## src/rtl/reg_list_sequencer_pkg.sv

```systemverilog
// reg_list_sequencer_pkg: shared types and constants for the register-list micro-op sequencer.
package reg_list_sequencer_pkg;
    localparam int LIST_WIDTH = 9;
    localparam int ADDR_WIDTH = 4;
    localparam int WORD = 32;
    localparam int IDX_WIDTH = $clog2(LIST_WIDTH);
    localparam logic [ADDR_WIDTH-1:0] SP_ADDR = 4'd13;
    localparam logic [ADDR_WIDTH-1:0] LR_ADDR = 4'd14;
    localparam logic [ADDR_WIDTH-1:0] PC_ADDR = 4'd15;
    typedef enum logic [1:0] {PUSH, POP, LDM, STM} list_op_t;
    typedef enum logic [1:0] {IDLE, ISSUE, BASE_WB} seq_state_t;
endpackage

```

## src/rtl/reg_list_sequencer_if.sv

```systemverilog
// reg_list_sequencer_if: decode-side request and micro-op output bundle of the sequencer.
interface reg_list_sequencer_if;
    import reg_list_sequencer_pkg::*;
    logic is_valid_i;
    logic start_i;
    list_op_t op_i;
    logic [LIST_WIDTH-1:0] reg_list_i;
    logic [ADDR_WIDTH-1:0] base_reg_i;
    logic hold_i;
    logic flush_pipeline_i;
    logic stall_pipeline_o;
    logic uop_valid_o;
    logic [ADDR_WIDTH-1:0] uop_reg_addr_o;
    logic [ADDR_WIDTH-1:0] uop_base_addr_o;
    logic [WORD-1:0] uop_offset_o;
    logic uop_mem_read_o;
    logic uop_mem_write_o;
    logic uop_base_wb_o;
    logic uop_pc_load_o;
    logic last_uop_o;
    modport slave (
        input  is_valid_i, start_i, op_i, reg_list_i, base_reg_i, hold_i, flush_pipeline_i,
        output stall_pipeline_o, uop_valid_o, uop_reg_addr_o, uop_base_addr_o, uop_offset_o,
               uop_mem_read_o, uop_mem_write_o, uop_base_wb_o, uop_pc_load_o, last_uop_o
    );
    modport master (
        output is_valid_i, start_i, op_i, reg_list_i, base_reg_i, hold_i, flush_pipeline_i,
        input  stall_pipeline_o, uop_valid_o, uop_reg_addr_o, uop_base_addr_o, uop_offset_o,
               uop_mem_read_o, uop_mem_write_o, uop_base_wb_o, uop_pc_load_o, last_uop_o
    );
endinterface

```

## src/rtl/reg_list_priority_enc.sv

```systemverilog
// reg_list_priority_enc: index of the lowest set bit of a register list.
module reg_list_priority_enc
    import reg_list_sequencer_pkg::*;
#(
    parameter int W = LIST_WIDTH
) (
    input  logic [W-1:0]         req_i,
    output logic [$clog2(W)-1:0] index_o,
    output logic                 any_set_o
);
    localparam int IW = $clog2(W);
    always_comb begin
        index_o = '0;
        for (int i = W - 1; i >= 0; i--) index_o = req_i[i] ? IW'(i) : index_o;
    end
    assign any_set_o = |req_i;
endmodule

```

## src/rtl/reg_list_sequencer.sv

```systemverilog
// reg_list_sequencer: expands PUSH/POP/LDMIA/STMIA into one transfer micro-op per
// register (ascending, bit 8 last) followed by one base-writeback micro-op.
module reg_list_sequencer
    import reg_list_sequencer_pkg::*;
(
    input logic clk_i,
    input logic reset_i,
    reg_list_sequencer_if.slave bus
);
    seq_state_t state_q;
    list_op_t op_q;
    logic [LIST_WIDTH-1:0] rem_q, list_m, rem_nxt;
    logic [ADDR_WIDTH-1:0] base_q;
    logic [WORD-1:0] off_q, n4_q, n4;
    logic [3:0] n;
    logic [IDX_WIDTH-1:0] idx;
    logic sup_q, accept, issue, any_set;

    reg_list_priority_enc #(.W(LIST_WIDTH)) u_enc (.req_i(rem_q), .index_o(idx), .any_set_o(any_set));

    // Bit 8 only means LR/PC for PUSH/POP; LDM/STM address R0..R7 only.
    always_comb begin
        list_m = bus.reg_list_i;
        list_m[LIST_WIDTH-1] = list_m[LIST_WIDTH-1] & (bus.op_i inside {PUSH, POP});
        n = '0;
        for (int i = 0; i < LIST_WIDTH; i++) n = n + 4'(list_m[i]);
    end

    assign n4 = WORD'({n, 2'b00});
    assign rem_nxt = rem_q & (rem_q - LIST_WIDTH'(1));
    assign accept = state_q == IDLE && bus.is_valid_i && bus.start_i && !bus.flush_pipeline_i && !bus.hold_i;
    assign issue = state_q == ISSUE && any_set;

    always_ff @(posedge clk_i or posedge reset_i) begin
        if (reset_i) begin
            state_q <= IDLE;
            op_q <= PUSH;
            rem_q <= '0;
            base_q <= '0;
            off_q <= '0;
            n4_q <= '0;
            sup_q <= 1'b0;
        end else if (bus.flush_pipeline_i) begin
            state_q <= IDLE;
            rem_q <= '0;
            off_q <= '0;
        end else if (accept) begin
            state_q <= list_m == '0 ? BASE_WB : ISSUE;
            op_q <= bus.op_i;
            rem_q <= list_m;
            n4_q <= n4;
            base_q <= bus.op_i inside {PUSH, POP} ? SP_ADDR : bus.base_reg_i;
            off_q <= bus.op_i == PUSH ? -n4 : '0;
            sup_q <= bus.op_i == LDM && !bus.base_reg_i[3] && list_m[bus.base_reg_i[2:0]];
        end else if (!bus.hold_i) begin
            if (state_q == ISSUE) begin
                rem_q <= rem_nxt;
                off_q <= rem_nxt == '0 ? (op_q == PUSH ? -n4_q : n4_q) : off_q + WORD'(4);
                state_q <= rem_nxt == '0 ? BASE_WB : ISSUE;
            end else if (state_q == BASE_WB) begin
                state_q <= IDLE;
            end
        end
    end

    assign bus.stall_pipeline_o = (state_q == IDLE && bus.is_valid_i && bus.start_i) || state_q == ISSUE;
    assign bus.uop_valid_o = state_q != IDLE;
    assign bus.uop_reg_addr_o = !issue ? '0
                              : idx == IDX_WIDTH'(LIST_WIDTH - 1) ? (op_q == PUSH ? LR_ADDR : PC_ADDR)
                              : ADDR_WIDTH'(idx);
    assign bus.uop_base_addr_o = bus.uop_valid_o ? base_q : '0;
    assign bus.uop_offset_o = bus.uop_valid_o ? off_q : '0;
    assign bus.uop_mem_read_o = issue && op_q inside {POP, LDM};
    assign bus.uop_mem_write_o = issue && op_q inside {PUSH, STM};
    assign bus.uop_base_wb_o = state_q == BASE_WB && !sup_q;
    assign bus.uop_pc_load_o = issue && op_q == POP && idx == IDX_WIDTH'(LIST_WIDTH - 1);
    assign bus.last_uop_o = state_q == BASE_WB;
endmodule

```

## src/flat_wrapper.sv

```systemverilog
// flat-port wrapper written by rule: the top's interface ports become plain ports
module reg_list_sequencer_flat import reg_list_sequencer_pkg::*;
  (clk_i, reset_i, bus_is_valid_i, bus_start_i, bus_op_i, bus_reg_list_i, bus_base_reg_i, bus_hold_i, bus_flush_pipeline_i, bus_stall_pipeline_o, bus_uop_valid_o, bus_uop_reg_addr_o, bus_uop_base_addr_o, bus_uop_offset_o, bus_uop_mem_read_o, bus_uop_mem_write_o, bus_uop_base_wb_o, bus_uop_pc_load_o, bus_last_uop_o);
  reg_list_sequencer_if bus_i ();
  input logic clk_i;
  input logic reset_i;
  input wire logic [$bits(bus_i.is_valid_i)-1:0] bus_is_valid_i;
  input wire logic [$bits(bus_i.start_i)-1:0] bus_start_i;
  input wire logic [$bits(bus_i.op_i)-1:0] bus_op_i;
  input wire logic [$bits(bus_i.reg_list_i)-1:0] bus_reg_list_i;
  input wire logic [$bits(bus_i.base_reg_i)-1:0] bus_base_reg_i;
  input wire logic [$bits(bus_i.hold_i)-1:0] bus_hold_i;
  input wire logic [$bits(bus_i.flush_pipeline_i)-1:0] bus_flush_pipeline_i;
  output wire logic [$bits(bus_i.stall_pipeline_o)-1:0] bus_stall_pipeline_o;
  output wire logic [$bits(bus_i.uop_valid_o)-1:0] bus_uop_valid_o;
  output wire logic [$bits(bus_i.uop_reg_addr_o)-1:0] bus_uop_reg_addr_o;
  output wire logic [$bits(bus_i.uop_base_addr_o)-1:0] bus_uop_base_addr_o;
  output wire logic [$bits(bus_i.uop_offset_o)-1:0] bus_uop_offset_o;
  output wire logic [$bits(bus_i.uop_mem_read_o)-1:0] bus_uop_mem_read_o;
  output wire logic [$bits(bus_i.uop_mem_write_o)-1:0] bus_uop_mem_write_o;
  output wire logic [$bits(bus_i.uop_base_wb_o)-1:0] bus_uop_base_wb_o;
  output wire logic [$bits(bus_i.uop_pc_load_o)-1:0] bus_uop_pc_load_o;
  output wire logic [$bits(bus_i.last_uop_o)-1:0] bus_last_uop_o;
  assign bus_i.is_valid_i = bus_is_valid_i;
  assign bus_i.start_i = bus_start_i;
  assign bus_i.op_i = bus_op_i;
  assign bus_i.reg_list_i = bus_reg_list_i;
  assign bus_i.base_reg_i = bus_base_reg_i;
  assign bus_i.hold_i = bus_hold_i;
  assign bus_i.flush_pipeline_i = bus_flush_pipeline_i;
  assign bus_stall_pipeline_o = bus_i.stall_pipeline_o;
  assign bus_uop_valid_o = bus_i.uop_valid_o;
  assign bus_uop_reg_addr_o = bus_i.uop_reg_addr_o;
  assign bus_uop_base_addr_o = bus_i.uop_base_addr_o;
  assign bus_uop_offset_o = bus_i.uop_offset_o;
  assign bus_uop_mem_read_o = bus_i.uop_mem_read_o;
  assign bus_uop_mem_write_o = bus_i.uop_mem_write_o;
  assign bus_uop_base_wb_o = bus_i.uop_base_wb_o;
  assign bus_uop_pc_load_o = bus_i.uop_pc_load_o;
  assign bus_last_uop_o = bus_i.last_uop_o;
  reg_list_sequencer u_core (.clk_i(clk_i), .reset_i(reset_i), .bus(bus_i));
endmodule
```

## config.mk

```make
export PLATFORM = sky130hd
export DESIGN_NAME = reg_list_sequencer_flat
export DESIGN_NICKNAME = d
export VERILOG_FILES = /design/src/rtl/reg_list_sequencer_pkg.sv /design/src/rtl/reg_list_sequencer_if.sv /design/src/rtl/reg_list_priority_enc.sv /design/src/rtl/reg_list_sequencer.sv /design/src/flat_wrapper.sv
export SDC_FILE = /design/constraint.sdc
export NUM_CORES = 1
export LEC_CHECK = 0
export ABC_AREA = 1
export BUFFER_PORTS_ARGS = -buffer_cell sky130_fd_sc_hd__buf_2
export CAP_MARGIN = 20
export CORE_UTILIZATION = 40
export DETAILED_ROUTE_END_ITERATION = 16
export PLACE_DENSITY = 0.68
export SYNTH_ARGS = -nofsm -noshare
export SYNTH_HDL_FRONTEND = slang
export SYNTH_HIERARCHICAL = 1
export SYNTH_SLANG_ARGS = --single-unit
```

## constraint.sdc

```tcl
create_clock -name clk_i -period 1.7 [get_ports clk_i]
set_input_delay 0.255 -clock clk_i [delete_from_list [all_inputs] [get_ports clk_i]]
set_output_delay 0.255 -clock clk_i [all_outputs]
set_load 0.1 [all_outputs]
```

# After elaboration in Yosys (flattened, before gate mapping)

Index checks and enable logic that the tools add are counted.

Flip-flop bits (word level): 54
Input bits: 21
Logic and storage cells: 99

Add/sub/neg operators: 12
$lt $le $gt $ge: 1
Equal/unequal tests: 9
Multiplexer cells: 35
Bitwise gates (word level): 3
Reductions and logical operators: 32

Operators by type and width:

| kind                                               | number |
|---|---|
| two-way mux 32 bit                                 | 8 |
| negation 6 -> 32 bit                               | 2 |
| two-way mux 4 bit                                  | 13 |
| two-way mux 9 bit                                  | 4 |
| adder 32 x 3 -> 32 bit, second input constant      | 1 |
| adder 4 x 1 -> 4 bit                               | 7 |
| logical NOT 9 bit                                  | 2 |
| two-way mux 2 bit                                  | 7 |
| logical AND 1 bit                                  | 12 |
| bitwise AND 9 bit                                  | 1 |
| OR reduction 9 bit                                 | 1 |
| subtractor 9 x 1 -> 9 bit, second input constant   | 1 |
| == test 2 bit, second input constant               | 4 |
| nonzero test 2 bit                                 | 4 |
| == test 2 x 1 -> 1 bit, second input constant      | 3 |
| logical NOT 2 bit                                  | 3 |
| AND reduction 2 bit                                | 3 |
| < comparator 3 x 5 -> 1 bit, second input constant | 1 |
| == test 4 bit, second input constant               | 1 |
| logical NOT 1 bit                                  | 4 |
| nonzero test 4 bit                                 | 1 |
| binary-select mux 1 bit (select 3 bit)             | 1 |
| != test 3 x 1 -> 1 bit, second input constant      | 1 |
| nonzero test 3 bit                                 | 1 |
| 5 further kinds                                    | 6 |

# Logic depth before layout (Yosys ltp)

Gate-level depths: netlist of the first run.

Depth in word-level cells: 12
Mapped depth: 19
Mapped depth without buffers: 18

# Modules after synthesis

Netlist of the first run, hierarchy kept.

By module, submodules not included:

| module                | instances | cells an instance | area an instance (um^2) | sequential area each (um^2) |
|---|---|---|---|---|
| reg_list_sequencer    | 1         | 715               | 4340.4                  | 1301.2 |
| reg_list_priority_enc | 1         | 25                | 126.4                   | 0.0 |

# Worst setup path before layout of the first run

Ideal clock, no wire load.

Path type: input-to-reg
From: in bus_reg_list_i[0]
To: reg u_core.off_q[16]
Setup time: 132 ps
Arrival: 3465 ps
Data required time: 1568 ps
Setup slack: -1896 ps
Cell stages on the path: 17
Path buffers: 1
Cell sequence: fa_1 > fa_1 > inv_1 > fa_1 > fa_1 > inv_1 > fa_1 > inv_1 > ha_1 > inv_1 > o21ai_0 > nand2_1 > nand2_1 > inv_2 > buf_4 > nand2_1 > o21ai_0

Word-level cells in the longest chain between the ends: 12

RTL lines:

| what                               | line                     | source |
|---|---|---|
| start: declaration                 | flat_wrapper.sv:10       | `input wire logic [$bits(bus_i.reg_list_i)-1:0] bus_reg_list_i;` |
| adder 1 x 1 -> 2 bit               | reg_list_sequencer.sv:26 | `for (int i = 0; i < LIST_WIDTH; i++) n = n + 4'(list_m[i]);` |
| adder 4 x 1 -> 4 bit (7 in series) | reg_list_sequencer.sv:26 |  |
| via u_core.n[1]                    | reg_list_sequencer.sv:15 | `logic [3:0] n;` |
| negation 6 -> 32 bit               | reg_list_sequencer.sv:53 | `off_q <= bus.op_i == PUSH ? -n4 : '0;` |
| two-way mux 32 bit                 | reg_list_sequencer.sv:53 |  |
| two-way mux 32 bit                 | reg_list_sequencer.sv:47 | `end else if (accept) begin` |
| two-way mux 32 bit                 | reg_list_sequencer.sv:43 | `end else if (bus.flush_pipeline_i) begin` |
| end signal: assignment             | reg_list_sequencer.sv:53 |  |
| end signal: assignment             | reg_list_sequencer.sv:58 | `off_q <= rem_nxt == '0 ? (op_q == PUSH ? -n4_q : n4_q) : off_q + WORD'(4);` |
| end: declaration                   | reg_list_sequencer.sv:14 | `logic [WORD-1:0] off_q, n4_q, n4;` |

The timed path passes the listed nets, and every way through them passes these cells.
A chain may end at the register's enable or synchronous reset.

# Worst setup path in the final report of the first run

From: in bus_reg_list_i[0]
To: reg u_core.off_q[25]

The elaborated chain is that of the path after synthesis.

==> impl_metrics.py, run 1 <==
metrics = {
    "clock_network": {
        "cts_sinks": 52,
        "path_clk_slew_ps": 100,
        "numCtsBuffers": 5,
        "cts_buffer_depth": 2,
        "worstSkewPairLatency_ps": 320,
        "htreeDepth": 2,
        "cts_tree": "done",
        "cts-root-buf": "clkbuf_8",
    },
    "finish": {
        "fillerInstances": 834,
        "multi_input_area_um2": 3330,
        "final-seq-area_um2": 1300,
        "final_nets": 946,
        "n_antenna_cell": 0,
        "drive_gt1_share_pct": 36.2,
        "syn_to_final_growth_pct": 67.7,
    },
    "critical_path": {
        "path_cells": "buf_8 > fa_1 > fa_1 > inv_2 > fa_1 > fa_2 > inv_2 > fa_2 > inv_4 > nand2_2 > nor2_4 > ha_4 > nor2_4 > nor2_4 > nor2_4 > nand2_1 > o21ai_1",
        "required_ps": 1890,
        "crit_type": "in -> reg",
        "critical_path.max_fanout": 6,
        "critPathArrivalTime_ps": 3620,
        "regToRegSetupSlack_ps": -300,
        "r2r-end": "u_core/off_q[19]",
        "end_kind": "register",
        "start_kind": "input pin",
        "setup.worst_path.start": "bus_reg_list_i[0]",
        "r2r_start": "u_core/rem_q[0]",
        "critPathTopFamily": "adder cells",
        "worstRegToRegCells": 13,
        "cp_common_cell": "nor2_4",
        "cp_slowest_cell": "fa_1",
        "slowest_delay_ps": 550,
        "crit_buf_inv": 4,
    },
    "synthesis": {
        "ys_ff_latch": 52,
        "synthTopCellsByCount": "279 x nand2_1, 114 x nor2_1, 95 x inv_1, 52 x dfrtp_1, 35 x o21ai_0",
        "seq_area_frac_synth_pct": 29.1,
        "synth_area_leaders": "dfrtp_1 29%, nand2_1 23%, nor2_1 9.6%",
        "syn_area_per_cell_um2": 6.04,
        "synth_edf_count": 0,
        "synth-main-ff-cell": "dfrtp_1",
        "synth_warnings": 6,
        "syn-cell-area_um2": 4470,
        "syn_inst": 740,
        "synth_async_sr_flop_share_pct": 100,
        "yosysMostFrequentCell": "nand2_1",
        "synth_top_area_cell": "dfrtp_1",
        "synthDistinctLibCells": 39,
        "synth_top_area_share_pct": 29.1,
    },
    "routing": {
        "drtIter0Drc": 528,
        "drc": 0,
        "firstDrtPassIters": 5,
        "wl_per_cell_um": 15.6,
        "vias_per_cell": 5.30,
        "wirelength_um": 16400,
        "vias": 5574,
        "ant_nets": 0,
    },
    "power": {
        "ir_drop_mv": 0.458,
        "p_sw_w": 0.00181,
        "total_leakage_power_nw": 3.42,
        "powerDensity_nw_per_um2": 604,
        "switching_share_pct": 40.1,
        "power_frac_seq_pct": 32.1,
        "comb_power_share_pct": 48.1,
        "intPower_w": 0.00271,
        "p_clk_share_pct": 19.7,
    },
    "die": {
        "num_io_pins": 68,
        "floorplan.initialDensity_pct": 41.2,
        "core_area_um2": 10800,
        "rows": 38,
        "die_x_um": 108,
        "chipHeight_um": 108,
        "die_area_um2": 11600,
    },
    "grt": {
        "grt_max_degree": 21,
        "antenna_found_initial": 0,
        "grt_first_pass_wirelength_um": 25500,
        "overflow": 0,
        "track_usage_pct": 27.9,
        "grt_pass1_vias": 5286,
    },
    "placed_design": {
        "hpwl_um": 11200,
        "dp_worst_setup_slack_ps": -2100,
        "finalWeightedCongestion": 0.948,
        "io_buffers": 65,
    },
    "sta": {
        "drv_slew": 0,
        "tns_ps": -57870,
        "setup_slack_ps": -1730,
        "fmax_mhz": 291,
        "worst_pin_slew_ps": 573,
        "period_share_pct": 202,
        "fin_crit_ps": 3430,
        "slew_headroom_pct": 61.7,
        "rsz0062_at_grt": "true",
        "final-hold-violation-count": 0,
        "setup_viol": 58,
        "clock_skew_ps": 7.96,
    },
    "run_status": {
        "outcome": "finished, violations left",
        "violations": "setup timing",
    },
    "flow_run": {
        "drv_cap": 0,
    },
    "min_path": {
        "worstHoldPathCells": 3,
        "holdPathEnd": "u_core/base_q[3]",
        "hold_path.class": "in -> reg",
        "holdCritStartpoint": "bus_base_reg_i[3]",
    },
}
-- cells in the final DEF, fill, tap and decap left out, drive strengths merged, types with 2 or more instances in the layout --
master / Yosys / layout
a21oi: 19 / 19
buf: 13 / 180
clkbuf: 7 / 6
clkinv: 3 / 2
conb: 1 / 2
dfrtp: 52 / 52
fa: 5 / 5
ha: 10 / 10
inv: 102 / 103
nand2: 283 / 284
nand3: 30 / 30
nand3b: 2 / 2
nand4: 11 / 11
nor2: 122 / 122
nor3: 7 / 7
o211ai: 2 / 2
o21ai: 45 / 45
o22ai: 4 / 4
or2: 3 / 3
xor2: 14 / 14
-- worst reg2reg max path: cells and delay by family (launching register included) --
family,cells,cell delay [ps]
DFF,1,420
buffers and inverters,3,500
and+or+nand+nor,10,990
-- logic make-up (layout without fill, tap and decap cells) --
logic type / after synthesis / count (layout) / synth area share (%)
AND/OR/NAND/NOR: 460 / 461 / 42.7
buffers and inverters: 125 / 294 / 11.6
AO/OA/AOI/OAI: 73 / 73 / 8.68
flip-flops: 52 / 52 / 29.1
adder cells (fa/ha/maj): 15 / 15 / 5.04
XOR/XNOR: 14 / 14 / 2.75
other: 1 / 2 / 0.0840
-- power by group through the flow --
| stage | clock (W) | combinational (W) | sequential [W] |
|---|---|---|---|
| finish | 0.000892 | 0.00218 | 0.00145 |
| CTS | 0.000910 | 0.00192 | 0.00144 |
| detailed placement | 0 | 0.00172 | 0.00147 |
| global route | 0.000950 | 0.00234 | 0.00146 |
| floorplan | 0 | 0.00112 | 0.00144 |
| global placement | 0 | 0.00164 | 0.00146 |
-- worst max-delay path by stage --
stage	end	depth (start not counted)
detailed placement	u_core/off_q[16]	17
floorplan	u_core/off_q[4]	15
global route	u_core/off_q[30]	17
global placement	u_core/off_q[4]	16
finish	u_core/off_q[25]	17
CTS	u_core/off_q[4]	16
-- sequential cells by signal, indices dropped and copies added, names as in the netlist --
signal          count
u_core/off_q       30
u_core/rem_q        9
u_core/base_q       4
u_core/n4_q         4
u_core/op_q         2
u_core/state_q      2
u_core/sup_q        1
-- final cells by class --
cell class / instances / area share [%]
well taps: 140 / 2.34
flip-flops and latches: 52 / 17.4
clock inverters: 2 / 0.468
multi-input cells: 565 / 44.5
clock buffers: 6 / 0.969
repair buffers: 181 / 28.8
inverters: 105 / 5.56
-- repair_timing --
item | in CTS | in global routing
endpoints found under the setup margin | 80 | 91
cloned | 4 | 1
pin swaps | 31 | 22
setup buffers | 18 | 11
gates resized for setup | 118 | 87
endpoints found under the hold margin | 18 | 0
hold buffers | 1 | 0
-- through the flow --
step                      hold WS (ps)  std cells  area, um^2  power [W]  utilization (%)
after global routing               207       1051        7490    0.00475             69.1
after detailed placement           321       1013        6390    0.00319             59.0
final                              199       1051        7490    0.00452             69.1
after floorplan                    376        741        4890    0.00256                -
after global placement             311       1013        6390    0.00310             59.0
after CTS                          199       1043        7150    0.00427             66.0
-- metal layers --
| layer | wire, um | global-route usage, % | up-vias |
|---|---|---|---|
| met5 | 0 | 0 | - |
| met4 | 567 | 10.5 | 0 |
| li1 | - | - | 2620 |
| met3 | 1280 | 5.39 | 71 |
| met2 | 8080 | 47.9 | 308 |
| met1 | 6500 | 34.3 | 2575 |
(Power assumes the default switching activity.)
==> inputs of run 2 (changes only) <==
==> constraint.sdc (replaced) <==
create_clock -name clk_i -period 1.7 [get_ports clk_i]
set_input_delay 0.255 -clock clk_i [delete_from_list [all_inputs] [get_ports clk_i]]
set_output_delay 0.255 -clock clk_i [all_outputs]
set_load 0.01 [all_outputs]
==> run 2 against run 1 <==
  * The flow still finishes with violations (setup timing)
  * Clock skew hardly changed
  * Routed wire length decreased by 9.0%
  * Global-route usage fell by 3.7 points
  * Sequential power is essentially flat
  * First-iteration DRC count is 45% lower
  * Cell count decreased by 0.76%
  * Design area shrank 12%
  * Flip-flop and latch count unchanged
  * Largest power group unchanged
  * Worst hold slack better by 3.6 ps
==> impl_metrics.py, run 2 (synthesized netlist as in run 1, its figures left out) <==
metrics = {
    "run_status": {
        "outcome": "finished, violations left",
        "violations": "setup timing",
    },
    "placed_design": {
        "finalWeightedCongestion": 0.905,
        "io_buffers": 65,
        "dp_worst_setup_slack_ps": -2020,
        "hpwl_um": 10300,
    },
    "clock_network": {
        "numCtsBuffers": 5,
        "htreeDepth": 2,
        "path_clk_slew_ps": 100,
        "cts_buffer_depth": 2,
        "cts_sinks": 52,
        "cts-root-buf": "clkbuf_8",
        "worstSkewPairLatency_ps": 320,
        "cts_tree": "done",
    },
    "power": {
        "total_leakage_power_nw": 3.28,
        "ir_drop_mv": 0.456,
        "power_w": 0.00432,
        "powerDensity_nw_per_um2": 653,
    },
    "flow_run": {
        "drv_cap": 0,
    },
    "grt": {
        "overflow": 0,
        "antenna_found_initial": 0,
        "grt_max_degree": 36,
        "track_usage_pct": 24.2,
        "grt_pass1_vias": 4604,
        "grt_first_pass_wirelength_um": 22100,
    },
    "critical_path": {
        "end_kind": "register",
        "critical_path.max_fanout": 6,
        "r2r-end": "u_core/off_q[4]",
        "worstRegToRegCells": 11,
        "crit_type": "in -> reg",
        "regToRegSetupSlack_ps": -130,
        "start_kind": "input pin",
        "path_cells": "buf_6 > fa_1 > fa_1 > inv_1 > fa_1 > fa_2 > inv_2 > fa_2 > inv_4 > nand2_4 > nor2_4 > ha_4 > nor2_2 > nor2_1 > nor2_2 > nand2_1 > o21ai_1",
        "required_ps": 1900,
        "cp_common_cell": "fa_1",
        "critPathArrivalTime_ps": 3550,
        "cp_slowest_cell": "fa_1",
        "r2r_start": "u_core/rem_q[1]",
        "slowest_delay_ps": 520,
        "crit_end": "u_core/off_q[17]",
        "setup.worst_path.start": "bus_reg_list_i[0]",
    },
    "die": {
        "core_area_um2": 10800,
        "floorplan.initialDensity_pct": 41.2,
        "die_x_um": 108,
        "rows": 38,
        "chipHeight_um": 108,
        "num_io_pins": 68,
        "die_area_um2": 11600,
    },
    "finish": {
        "largest-register": "u_core/off_q",
        "mostFrequentLayoutCells": "263 x nand2_1, 85 x inv_1, 82 x buf_4",
        "fillerInstances": 987,
        "largest_reg_flops": 30,
        "largest_registers": "u_core/off_q (30), u_core/rem_q (9)",
        "n_antenna_cell": 0,
        "syn_to_final_growth_pct": 48.1,
        "final_nets": 938,
        "final-seq-area_um2": 1310,
        "multi_input_area_um2": 3100,
        "drive_gt1_share_pct": 33.8,
        "final_common_cell": "nand2_1",
    },
    "sta": {
        "rsz0062_at_grt": "true",
        "clock_skew_ps": 8.30,
        "period_share_pct": 197,
        "fmax_mhz": 299,
        "drv_slew": 0,
        "final-hold-violation-count": 0,
        "fin_crit_ps": 3350,
        "setup_slack_ps": -1650,
        "setup_viol": 48,
    },
    "routing": {
        "vias": 5259,
        "drtIter0Drc": 289,
        "drc": 0,
        "ant_nets": 0,
        "wirelength_um": 15000,
        "wl_per_cell_um": 14.3,
        "vias_per_cell": 5.04,
        "firstDrtPassIters": 5,
    },
    "min_path": {
        "worstHoldPathCells": 3,
        "hold_path.class": "in -> reg",
    },
}
run 2: worst min path at each step:
stage | start | end
after floorplan | bus_op_i[0] | u_core/op_q[0]
after global placement | reset_i | u_core/off_q[10]
after detailed placement | reset_i | u_core/off_q[10]
after CTS | bus_op_i[0] | u_core/op_q[0]
after global routing | bus_op_i[0] | u_core/op_q[0]
final | bus_op_i[0] | u_core/op_q[0]
run 2: worst max-delay path, delay by kind of cell:
| kind | cells | cell delay, ps |
|---|---|---|
| adders and majority gates | 6 | 2420 |
| and+or+nand+nor | 6 | 510 |
| buffers and inverters | 4 | 320 |
| AOI/OAI and AO/OA | 1 | 60 |
run 2: final cells by class:
| class | instances | share of cell area, % |
|---|---|---|
| Multi-Input combinational cell | 564 | 46.8 |
| Timing Repair Buffer | 174 | 22.7 |
| Sequential cell | 52 | 19.7 |
| Inverter | 105 | 6.24 |
| Tap cell | 140 | 2.65 |
| Clock buffer | 7 | 1.46 |
| Clock inverter | 1 | 0.454 |
run 2: timing repair:
item / 4_1_cts / 5_1_grt
pin swaps: 5 / 23
hold endpoints to repair: 8 / 0
resized for setup: 32 / 148
setup endpoints to repair: 78 / 87
setup buffers: 4 / 18
hold buffers: 1 / 0
gates cloned: 0 / 7
run 2: through the flow:
| stage | TNS (ps) | hold slack [ps] | instances | area, um^2 | utilization [%] |
|---|---|---|---|---|---|
| 3_3_place_gp | -61240 | 221 | 1006 | 5560 | 51.3 |
| 5_1_grt | -59760 | 212 | 1043 | 6620 | 61.0 |
| 4_1_cts | -52540 | 198 | 1019 | 5850 | 54.0 |
| 3_5_place_dp | -63580 | 214 | 1006 | 5560 | 51.3 |
| 2_1_floorplan | -52430 | 376 | 741 | 4510 | - |
| 6_report | -54150 | 203 | 1043 | 6620 | 61.0 |
run 2: power breakdown:
group / internal (W) / total (W) / switching [W] / leakage [nW]
Clock: 0.000521 / 0.000973 / 0.000452 / 0.0645
Combinational: 0.000862 / 0.00190 / 0.00104 / 2.52
Sequential: 0.00135 / 0.00144 / 0.0000948 / 0.695
run 2: layer usage:
layer  global-route usage [%]  vias to the layer above  share of wire, %
met2                     41.6                      209                49
met4                     5.58                        0               2.0
li1                         -                     2596                 -
met1                     32.5                     2427                43
met3                     2.60                       27               6.6
met5                        0                        -                 0
